===== src/rtl/nnoc_pkg.sv =====
// Shared constants and types for the operand feeder and the result-side buffer.
package nnoc_pkg;

  localparam int N             = 4;
  localparam int STEPS         = 7;
  localparam int OPERAND_WIDTH = 32;

  typedef logic [OPERAND_WIDTH-1:0] operand_t;
  typedef logic [2:0]               step_t;

endpackage


===== src/rtl/operand_feeder_lane.sv =====
// One skewed lane: picks row LANE, column (t-LANE), of the matrix while t is inside
// the lane's four-step window; drives zero with valid low outside it.
module feeder_lane
  import nnoc_pkg::*;
#(
  parameter int WIDTH = 32,
  parameter int LANE  = 0
) (
  input  logic [N*N*WIDTH-1:0] mat_i,
  input  step_t                t_i,
  input  logic                 active_i,
  output logic [WIDTH-1:0]     data_o,
  output logic                 valid_o
);

  localparam step_t LANE_T = step_t'(LANE);

  step_t      rel_s;
  logic [3:0] elem_s;
  logic       in_window_s;

  // Window test and element selection for this lane.
  always_comb begin
    rel_s       = t_i - LANE_T;
    in_window_s = active_i && (t_i >= LANE_T) && (rel_s < step_t'(N));
    elem_s      = 4'(LANE * N) + {2'b00, rel_s[1:0]};
    if (in_window_s) begin
      data_o  = mat_i[int'(elem_s) * WIDTH +: WIDTH];
      valid_o = 1'b1;
    end else begin
      data_o  = '0;
      valid_o = 1'b0;
    end
  end

endmodule


===== src/rtl/operand_feeder.sv =====
// Streams a captured 4x4 matrix into a systolic array as four skewed lanes over 7 steps.
// Define OPERAND_FEEDER_DOUBLE_BUFFER_EN to add a one-entry shadow matrix for gapless streams.
module operand_feeder #(
  parameter int WIDTH = 32,
  parameter int N     = 4
) (
  input  logic                 clk,
  input  logic                 reset,
  input  logic                 start,
  input  logic [N*N*WIDTH-1:0] mat_in,
  input  logic                 stall,
  output logic                 ready,
  output logic [N*WIDTH-1:0]   operand_port,
  output logic [N-1:0]         operand_valid,
  output logic                 busy,
  output logic                 done
);

  import nnoc_pkg::*;

  localparam step_t LAST_STEP = step_t'(STEPS - 1);

  step_t                t_q, t_d;
  logic                 busy_q, busy_d;
  logic                 done_q, done_d;
  logic [N*N*WIDTH-1:0] mat_q, mat_d;
  logic [N*WIDTH-1:0]   port_q, port_d;
  logic [N-1:0]         valid_q, valid_d;
  logic                 accept_s;
  logic                 last_adv_s;

`ifdef OPERAND_FEEDER_DOUBLE_BUFFER_EN
  logic [N*N*WIDTH-1:0] shadow_q, shadow_d;
  logic                 shadow_full_q, shadow_full_d;

  assign ready = reset & ~(busy_q & shadow_full_q);
`else
  assign ready = reset & ~busy_q;
`endif

  assign accept_s   = start & ready;
  assign last_adv_s = busy_q & ~stall & (t_q == LAST_STEP);

  // Step sequencing, matrix capture and completion pulse.
  always_comb begin
    t_d    = t_q;
    busy_d = busy_q;
    done_d = 1'b0;
    mat_d  = mat_q;
`ifdef OPERAND_FEEDER_DOUBLE_BUFFER_EN
    shadow_d      = shadow_q;
    shadow_full_d = shadow_full_q;
`endif
    if (!busy_q) begin
      if (accept_s) begin
        mat_d  = mat_in;
        busy_d = 1'b1;
        t_d    = 3'd0;
      end else begin
        t_d = 3'd0;
      end
    end else if (stall) begin
      t_d = t_q;
    end else if (last_adv_s) begin
      done_d = 1'b1;
      t_d    = 3'd0;
`ifdef OPERAND_FEEDER_DOUBLE_BUFFER_EN
      // A queued matrix (shadow, else one arriving right now) starts without a gap.
      if (shadow_full_q) begin
        mat_d         = shadow_q;
        shadow_full_d = 1'b0;
      end else if (accept_s) begin
        mat_d = mat_in;
      end else begin
        busy_d = 1'b0;
      end
`else
      busy_d = 1'b0;
`endif
    end else begin
      t_d = t_q + 3'd1;
    end
`ifdef OPERAND_FEEDER_DOUBLE_BUFFER_EN
    if (accept_s && busy_q && !last_adv_s) begin
      shadow_d      = mat_in;
      shadow_full_d = 1'b1;
    end else begin
      shadow_d = shadow_d;
    end
`endif
  end

  for (genvar i = 0; i < N; i++) begin : g_lane
    feeder_lane #(
      .WIDTH (WIDTH),
      .LANE  (i)
    ) u_lane (
      .mat_i    (mat_d),
      .t_i      (t_d),
      .active_i (busy_d),
      .data_o   (port_d[i*WIDTH +: WIDTH]),
      .valid_o  (valid_d[i])
    );
  end

  // Control and output registers; reset clears everything visible at once.
  always_ff @(posedge clk or negedge reset) begin
    if (!reset) begin
      t_q     <= 3'd0;
      busy_q  <= 1'b0;
      done_q  <= 1'b0;
      port_q  <= '0;
      valid_q <= '0;
`ifdef OPERAND_FEEDER_DOUBLE_BUFFER_EN
      shadow_full_q <= 1'b0;
`endif
    end else begin
      t_q     <= t_d;
      busy_q  <= busy_d;
      done_q  <= done_d;
      port_q  <= port_d;
      valid_q <= valid_d;
`ifdef OPERAND_FEEDER_DOUBLE_BUFFER_EN
      shadow_full_q <= shadow_full_d;
`endif
    end
  end

  // Matrix storage carries no reset; it is only read while busy.
  always_ff @(posedge clk) begin
    mat_q <= mat_d;
`ifdef OPERAND_FEEDER_DOUBLE_BUFFER_EN
    shadow_q <= shadow_d;
`endif
  end

  assign operand_port  = port_q;
  assign operand_valid = valid_q;
  assign busy          = busy_q;
  assign done          = done_q;

endmodule


===== config.mk =====
export PLATFORM = sky130hd
export DESIGN_NAME = operand_feeder
export DESIGN_NICKNAME = d
export VERILOG_FILES = /design/src/rtl/nnoc_pkg.sv /design/src/rtl/operand_feeder_lane.sv /design/src/rtl/operand_feeder.sv
export SDC_FILE = /design/constraint.sdc
export NUM_CORES = 1
export LEC_CHECK = 0
export ABC_AREA = 1
export BUFFER_PORTS_ARGS = -buffer_cell sky130_fd_sc_hd__buf_2
export CAP_MARGIN = 5
export CORE_AREA = 2 2 251 253
export CTS_CLUSTER_SIZE = 30
export DETAILED_ROUTE_END_ITERATION = 10
export DIE_AREA = 0 0 253 255
export PLACE_DENSITY_LB_ADDON = 0.3
export SLEW_MARGIN = 10
export SYNTH_ARGS = -nofsm -noshare
export SYNTH_HDL_FRONTEND = slang
export SYNTH_SLANG_ARGS = --single-unit

===== constraint.sdc =====
create_clock -name clk -period 3.51 [get_ports clk]
set_input_delay 0.5265 -clock clk [delete_from_list [all_inputs] [get_ports clk]]
set_output_delay 0.5265 -clock clk [all_outputs]
set_load 0.02 [all_outputs]

== After elaboration in Yosys (flattened, before gate mapping) ==
Index checks and enable logic that the tools add are counted.

* Register bits: 649
* Bits of input ports: 516
* Output and inout bits: 135
* Logic and storage cells: 60

* Add/subtract/negate cells: 7
* Magnitude comparators: 8
* Eq/ne operators: 1
* Shifts and indexed selects: 4
* Multiplexer cells: 20
* Bitwise operators: 6
* Reductions and logical operators: 8

{| class="wikitable"
|+ Operators with widths
! operator !! count
|-
| $shiftx 512x10->32 || 3
|-
| $mux 512 || 2
|-
| $shiftx 512x8->32 || 1
|-
| $mux 32 || 4
|-
| $lt 3x3->1 const B || 4
|-
| $mux 1 || 11
|-
| $mux 3 || 3
|-
| $logic_and 1x1->1 || 8
|-
| $ge 3x1->1 const B || 2
|-
| $ge 3x2->1 const B || 2
|-
| $sub 3x2->3 const B || 2
|-
| $add 3x2->4 const A || 1
|-
| $add 3x3->4 const A || 1
|-
| $add 4x2->4 const A || 1
|-
| $and 1x1->1 || 4
|-
| $add 3x1->3 const B || 1
|-
| $eq 3x3->1 const B || 1
|-
| $sub 3x1->3 const B || 1
|-
| $not 1->1 || 2
|}

== Longest topological paths before layout ==
Gate-level depths: netlist of run 1.

* Depth after elaboration: 10
* Depth in mapped cells: 15
* Depth with buffers taken out: 11

== Cells and area by module ==
Synthesis of run 1 repeated with hierarchy kept, for this count alone.

* Cell total of the unflattened synthesis: 3643
* Area total of the unflattened synthesis: 26938.3 um2

{| class="wikitable"
|+ By module, submodules not included
! module !! instances !! cells an instance !! area an instance (um2) !! seq. area each (um2)
|-
| operand_feeder || 1 || 2379 || 21235.4 || 13678.1
|-
| feeder_lane at g_lane[1].u_lane || 1 || 455 || 1939.4 || 0.0
|-
| feeder_lane at g_lane[0].u_lane || 1 || 381 || 1823.0 || 0.0
|-
| feeder_lane at g_lane[2].u_lane || 1 || 387 || 1656.6 || 0.0
|-
| feeder_lane at g_lane[3].u_lane || 1 || 41 || 284.0 || 0.0
|}

== Worst setup path after synthesis of run 1 ==
Ideal clock, no wire load.

* Path type: register to register
* Start point: reg t_q[0]
* End point: reg port_q[32] (netlist: operand_port[32])
* Library setup time: 72 ps
* Arrival time: 2363 ps
* Required time: 3438 ps
* Slack: 1075 ps
* Cell stages (with the launch flop): 16
* Buffers on the path: 4
* Period minus slack after synthesis: 2435 ps
* Cell sequence: dfrtp_1 inv_1 ha_1 nand2_1 o21ai_0 nor2_1 buf_2 buf_2 ha_1 clkbuf_1 inv_1 buf_1 nand3_1 nand2_1 inv_1 nor2_1

* Cells in the longest elaborated chain, start to end: 9
* Elaborated cells on any way between the ends: 17
* Those cells by class: add/sub (3); order compare (2); eq/ne (1); shift (1); mux (7); bitwise (1); reduce/logical (2)

{| class="wikitable"
|+ Ends and longest elaborated chain
! item !! line !! source
|-
| start, declared || operand_feeder.sv:23 || <nowiki>step_t t_q, t_d;</nowiki>
|-
| start signal, assigned || operand_feeder.sv:118 || <nowiki>t_q <= t_d;</nowiki>
|-
| branches (longest 2 deep; another with $add 3x1->3) || -- ||
|-
| $mux 3 (*) || operand_feeder.sv:64 || <nowiki>end else if (last_adv_s) begin</nowiki>
|-
| $mux 3 (*) || operand_feeder.sv:62 || <nowiki>end else if (stall) begin</nowiki>
|-
| $mux 3 (*) || operand_feeder.sv:54 || <nowiki>if (!busy_q) begin</nowiki>
|-
| net g_lane[0].u_lane.elem_s[1] || operand_feeder_lane.sv:19 || <nowiki>logic [3:0] elem_s;</nowiki>
|-
| $sub 3x1->3 or $ge 3x1->1 (tied branches) || operand_feeder_lane.sv:24, operand_feeder_lane.sv:25 ||
|-
| $add 3x2->4, or another cell as far along || operand_feeder_lane.sv:26 || <nowiki>elem_s = 4'(LANE * N) + {2'b00, rel_s[1:0]};</nowiki>
|-
| $shiftx 512x10->32 or $logic_and 1x1->1 (tied branches) || operand_feeder_lane.sv:28, operand_feeder_lane.sv:25 ||
|-
| $mux 32 (*) || operand_feeder_lane.sv:27 || <nowiki>if (in_window_s) begin</nowiki>
|-
| net g_lane[1].u_lane.data_o[0] || operand_feeder_lane.sv:12 || <nowiki>output logic [WIDTH-1:0] data_o,</nowiki>
|-
| end signal, assigned || operand_feeder.sv:121 || <nowiki>port_q <= port_d;</nowiki>
|-
| end, declared || operand_feeder.sv:27 || <nowiki>logic [N*WIDTH-1:0] port_q, port_d;</nowiki>
|}

Mark *: on every way through the listed nets, which the timed path passes.

== Final worst setup path of run 1 ==
* Start point: in reset
* End point: out ready

* Cells in the longest elaborated chain, start to end: 1

{| class="wikitable"
|+ Ends and longest elaborated chain
! item !! line !! source
|-
| start, declared || operand_feeder.sv:8 || <nowiki>input logic reset,</nowiki>
|-
| $and 1x1->1 || operand_feeder.sv:38 || <nowiki>assign ready = reset & ~busy_q;</nowiki>
|-
| end, declared || operand_feeder.sv:12 || <nowiki>output logic ready,</nowiki>
|}

No other way between the ends.

==> metrics.cfg, run 1 <==
[status]
status=finished clean

[setup_path]
path_max_fanout=46
startpoint_type=input port
end_kind=output pin
r2r_setup_slack_ns=0.81
worst_ep_required_time_ns=2.98
crit_type=in -> out
cp.arrival_ns=2.36

[floorplan]
dieArea_um2=64520
fp.dieH_um=255
num_io_pins=651
rows=92
die_width_um=253
core_um2=62160
start_util=0.3585

[power]
power_frac_seq=0.335
p_comb_frac=0.443
p_switching_w=0.01098
vdd.ir_drop.worst_v=0.0005164
leakagePower_nw=16.82
p_int_w=0.01578
p_clk_frac=0.222
p_per_area_nw_per_um2=986.7
power_w=0.02677
swShare=0.4104

[drt]
drt-total-wl_um=67360
ant_nets=0
via_per_inst=4.337
firstDrtPassIters=5
wl_per_cell_um=14.62
remaining_drc_errors=0
drtIter0Drc=1209
vias=19990

[global_route]
grt_pass1_wl_um=102500
gr-usage-met3=0.05146
grt_max_degree=166
use_met2=0.3439
antenna_found_initial=34
grt_usage=0.2035
grtUsageMet1=0.2547
grt_overflow=0
busiest_layer=met2
grt_pass1_vias=18420

[clocking]
cts_tree=done
cts_sinks=489
clk_pin_slew_worst_paths_ns=0.06
cts.root.buffer_cell=clkbuf_16
cts-htree-levels=2
post_cts_buffers=0
worstSkewPairLatency_ns=0.60
cts_buffer_depth=3
cts_buffers=53

[yosys]
ys_seq_area_frac=0.4629
syn-cell-area_um2=22280
async_flop_share=0.2147
yosysUniqueCellTypes=23
syn_area_per_cell_um2=6.651
yosys_warnings=0
synthCells=3350
synth_edf_count=0
synth-seq-cells=489
ys.flop_type=dfxtp_1

[job]
drv_cap=0

[finish]
drive_above_1_share=0.1641
area_delta_synth_final_pct=21.74
final_nets=4271
mostFrequentLayoutCell=nand2_1
mostFrequentLayoutCells=978 x nand2_1, 972 x inv_1, 488 x buf_2

[sta]
finalHoldViolCount=0
slew_headroom=0.3314
final.setup.tns_ns=0
rsz0062_at_grt=false
timing.hold.ws_ns=0.1506
clock_skew_ns=0.01573
layout_setup_ws_ns=0.6215
post-route-period-util=0.8229
setup_viol=0
final_max_slew_viol_count=0
fmax_ghz=0.3462
tightest_slew_ns=1.003
finalCriticalPeriod_ns=2.888

[min_path]
hp-class=in -> reg

[place]
place_congestion=0.8260
dp_slack_ns=0.7917
dp_hpwl_um=44100
portBuffers=490

-- path summary, 6_finish.rpt --
path / start / cells after the start / to
min: mat_in[47] / 3 / mat_q[47]
min in group asynchronous: reset / 2 / operand_port[41]
max in group asynchronous: reset / 4 / operand_port[92]
max reg2reg: t_q[0] / 10 / operand_port[74]
min reg2reg: mat_q[1] / 4 / mat_q[1]
max: reset / 6 / ready
-- area by class of cell --
type                       instances  area (um^2)
antenna                           18        45.04
clock buffer                      83         1660
clock inverter                    17        217.7
fill                            6597        35030
inverter                         975         3660
multi-input combinational       1707         7398
sequential                       489        10310
tap                              799        999.7
timing repair buffer             520         2830
-- cell families (layout without fill, tap and decap cells) --
kind of cell | Yosys count | count (layout) | share of synthesized area
compound gates | 290 | 290 | 0.06531
fa+ha+maj | 9 | 9 | 0.005054
buf+inv | 1185 | 1595 | 0.2122
flops | 489 | 489 | 0.4629
other cells | 1 | 50 | 0.0001683
simple gates | 1376 | 1376 | 0.2544
-- power groups by stage --
stage / logic, W / clock network, W / registers, W
after floorplan: 0.00821 / 0 / 0.00942
after global placement: 0.0118 / 0 / 0.00900
after detailed placement: 0.0119 / 0 / 0.00908
after CTS: 0.0120 / 0.00609 / 0.00898
after global routing: 0.0138 / 0.00629 / 0.00921
final: 0.0119 / 0.00593 / 0.00896
-- synthesized netlist by cell type (9+ instances only) --
cell / count / share of area
inv_1: 973 / 0.16
nand3_1: 321 / 0.072
nand4_1: 32 / 0.0090
a21oi_1: 64 / 0.014
dfxtp_1: 384 / 0.35
clkbuf_1: 65 / 0.011
buf_2: 100 / 0.022
ha_1: 9 / 0.0051
dfrtp_1: 105 / 0.12
buf_4: 35 / 0.012
o21ai_0: 92 / 0.021
nor2_1: 39 / 0.0066
o21ai_1: 133 / 0.030
nand2_1: 979 / 0.16
-- per-layer routing --
metal | vias to the layer above | routed length [um]
li1 | 10450 | -
met1 | 8801 | 28940
met2 | 580 | 31160
met3 | 131 | 5211
met4 | 30 | 1860
met5 | - | 181
-- sequential cells by signal, summed over array words and instances, names as in the netlist --
name           flops
operand_port      96
mat_q            384
t_q                3
busy               1
operand_valid      4
done               1
-- critical path: stages --
cell and delay [ns]:
dlygate4sd3_1 0.54, buf_6 0.19, inv_1 0.09, nor2_4 0.38, buf_12 0.33, buf_2 0.23
-- repair_timing --
action	in CTS	in global routing
setup endpoints to repair	0	0
gates resized for setup	0	0
hold endpoints to repair	4	0
hold buffers	1	0
-- metrics by stage --
step	std cells	utilization	area [um^2]
finish	4608	0.4364	27130
global placement	4489	0.4053	25190
floorplan	3381	-	22400
global route	4601	0.4361	27110
detailed placement	4489	0.4053	25190
CTS	4590	0.4357	27080
Note: power is estimated with default switching activity, not from simulation.
==> inputs of run 2 (changes only) <==
Settings changed: CORE_AREA 2 2 251 253 to 2 2 256 258, DIE_AREA 0 0 253 255 to 0 0 258 260.
Clock period 3.51 ns to 2.62 ns, I/O delays scaled along.
==> run 2 against run 1 <==
Worst setup slack worse by 0.39 ns; critical path type is now reg -> reg; largest power group unchanged; register-to-register slack worse by 0.58 ns; power is 35% higher; first-iteration DRC count is 15% higher; count of clock-buffer cells in the layout is 10 higher.
==> metrics.cfg, run 2 (synthesized netlist as in run 1, its figures left out) <==
[status]
status=finished clean

[setup_path]
path_max_fanout=33
crit_top_cell=nand2_1
startpoint_type=flip-flop
end_kind=flip-flop
cp.arrival_ns=2.86
worst_ep_required_time_ns=3.09
reg2reg_depth=13
crit_type=reg -> reg
r2r_setup_slack_ns=0.23
slowest_stage=dfrtp_1
reg2reg_from=t_q[0]
path_buf_inv=4
worstPathCellList=inv_1 > ha_1 > nand2_1 > o21ai_0 > nor2_4 > buf_4 > inv_2 > ha_1 > nand2_1 > nand2_1 > nand3_2 > buf_12 > nor2_1
slowest_delay_ns=0.36
timing.rr.end=operand_port[51]
path_delay_family=buffers and inverters

[sta]
rsz0062_at_grt=false
clock_skew_ns=0.01934
setup_viol=0
layout_setup_ws_ns=0.2300
final.setup.tns_ns=0
post-route-period-util=0.9122
slew_headroom=0.5730
tightest_slew_ns=0.6405
final_max_slew_viol_count=0
finalHoldViolCount=0
finalCriticalPeriod_ns=2.390
fmax_ghz=0.4184

[place]
dp_slack_ns=0.2308
dp_hpwl_um=46360
dpl.cell_count=4564
place_congestion=0.8654
portBuffers=490

[clocking]
cts_tree=done
cts_resized=0
cts_buffer_depth=3
cts-htree-levels=2
worstSkewPairLatency_ns=0.60
clk_pin_slew_worst_paths_ns=0.06
cts.root.buffer_cell=clkbuf_16
cts_buffers=55
cts_sinks=489

[floorplan]
core_um2=64120
fp.dieH_um=260
rows=93
start_util=0.3475
dieArea_um2=67080
die_width_um=258
num_io_pins=651

[drt]
drtIter0Drc=1386
drt-total-wl_um=69720
remaining_drc_errors=0
firstDrtPassIters=6
via_per_inst=4.328
vias=20630
ant_nets=0
wl_per_cell_um=14.63

[global_route]
grt_pass1_wl_um=106300
use_met2=0.3399
busiest_layer=met2
gr-usage-met3=0.04357
grtUsageMet1=0.2590
grt_usage=0.2025
grt_pass1_vias=19210
grt_max_degree=95
grt_overflow=0
antenna_found_initial=23

[finish]
drive_above_1_share=0.1621
area_delta_synth_final_pct=26.91
mostFrequentLayoutCell=nand2_1
mostFrequentLayoutCells=978 x nand2_1, 972 x inv_1, 488 x buf_2
largest_register_ffs=384
fin_cells=4767
top_register=mat_q
final_nets=4379

[job]
drv_cap=0

[min_path]
hold_depth=3
holdPathEnd=mat_q[115]
hp-class=in -> reg
worstHoldStart=mat_in[115]

[power]
vdd.ir_drop.worst_v=0.0009177
leakagePower_nw=17.28
p_per_area_nw_per_um2=1282

run 2: cell types whose count changed in the layout (fill, tap and decap cells not counted), moves of 3 or more:
cell           delta
clkbuf_8          -3
clkbuf_1         +12
dlygate4sd3_1    +87
diode_2           -6
clkinv_2          -6
buf_12           +13
bufinv_16         -3
buf_4             +6
run 2: where the power goes:
part	internal (W)	leakage [nW]	switching, W
sequential	0.0111	4.59	0.000903
combinational	0.00569	11.8	0.0109
clock	0.00448	0.874	0.00316
total	0.0213	17.3	0.0149
run 2: worst max path at each step:
stage / slack (ns) / start / cells past startpoint / end
after global routing: 0.09 / t_q[0] / 13 / operand_port[42]
after global placement: 0.25 / t_q[0] / 13 / operand_port[51]
after detailed placement: 0.23 / t_q[0] / 13 / operand_port[42]
after CTS: 0.22 / t_q[0] / 13 / operand_port[42]
final: 0.23 / t_q[0] / 13 / operand_port[51]
after floorplan: 0.18 / t_q[0] / 15 / operand_port[32]
run 2: worst register-to-register path, stage by stage (launching register included):
cell	delay, ns
dfrtp_1	0.36
inv_1	0.06
ha_1	0.28
nand2_1	0.06
o21ai_0	0.14
nor2_4	0.15
buf_4	0.28
inv_2	0.16
ha_1	0.21
nand2_1	0.06
nand2_1	0.07
nand3_2	0.09
buf_12	0.23
nor2_1	0.11
run 2: final cells by class:
| type | instances | area, um^2 |
|---|---|---|
| antenna | 12 | 30.03 |
| sequential | 489 | 10310 |
| timing repair buffer | 626 | 4006 |
| tap | 855 | 1070 |
| inverter | 975 | 3660 |
| clock inverter | 10 | 110.1 |
| multi-input combinational | 1707 | 7398 |
| fill | 6651 | 35840 |
| clock buffer | 93 | 1689 |
run 2: routing by layer:
metal | routed length, um | vias to the layer above | share of wire
li1 | - | 10660 | -
met2 | 32630 | 585 | 0.47
met3 | 4874 | 127 | 0.070
met4 | 1756 | 26 | 0.025
met5 | 172 | - | 0.0025
met1 | 30290 | 9234 | 0.43
run 2: through the flow:
step / util / power (W) / cell area (um^2) / hold WS [ns]
detailed placement: 0.3988 / 0.02869 / 25570 / 0.5011
global route: 0.4409 / 0.03952 / 28270 / 0.01076
CTS: 0.4406 / 0.03664 / 28250 / 0.0001165
global placement: 0.3988 / 0.02837 / 25570 / 0.4971
finish: 0.4411 / 0.03625 / 28280 / 0.03986
floorplan: - / 0.02362 / 22400 / 0.09741
run 2: repair_timing:
| action | CTS | global route |
|---|---|---|
| setup buffers | 0 | 0 |
| endpoints found under the hold margin | 154 | 0 |
| hold buffers | 88 | 0 |
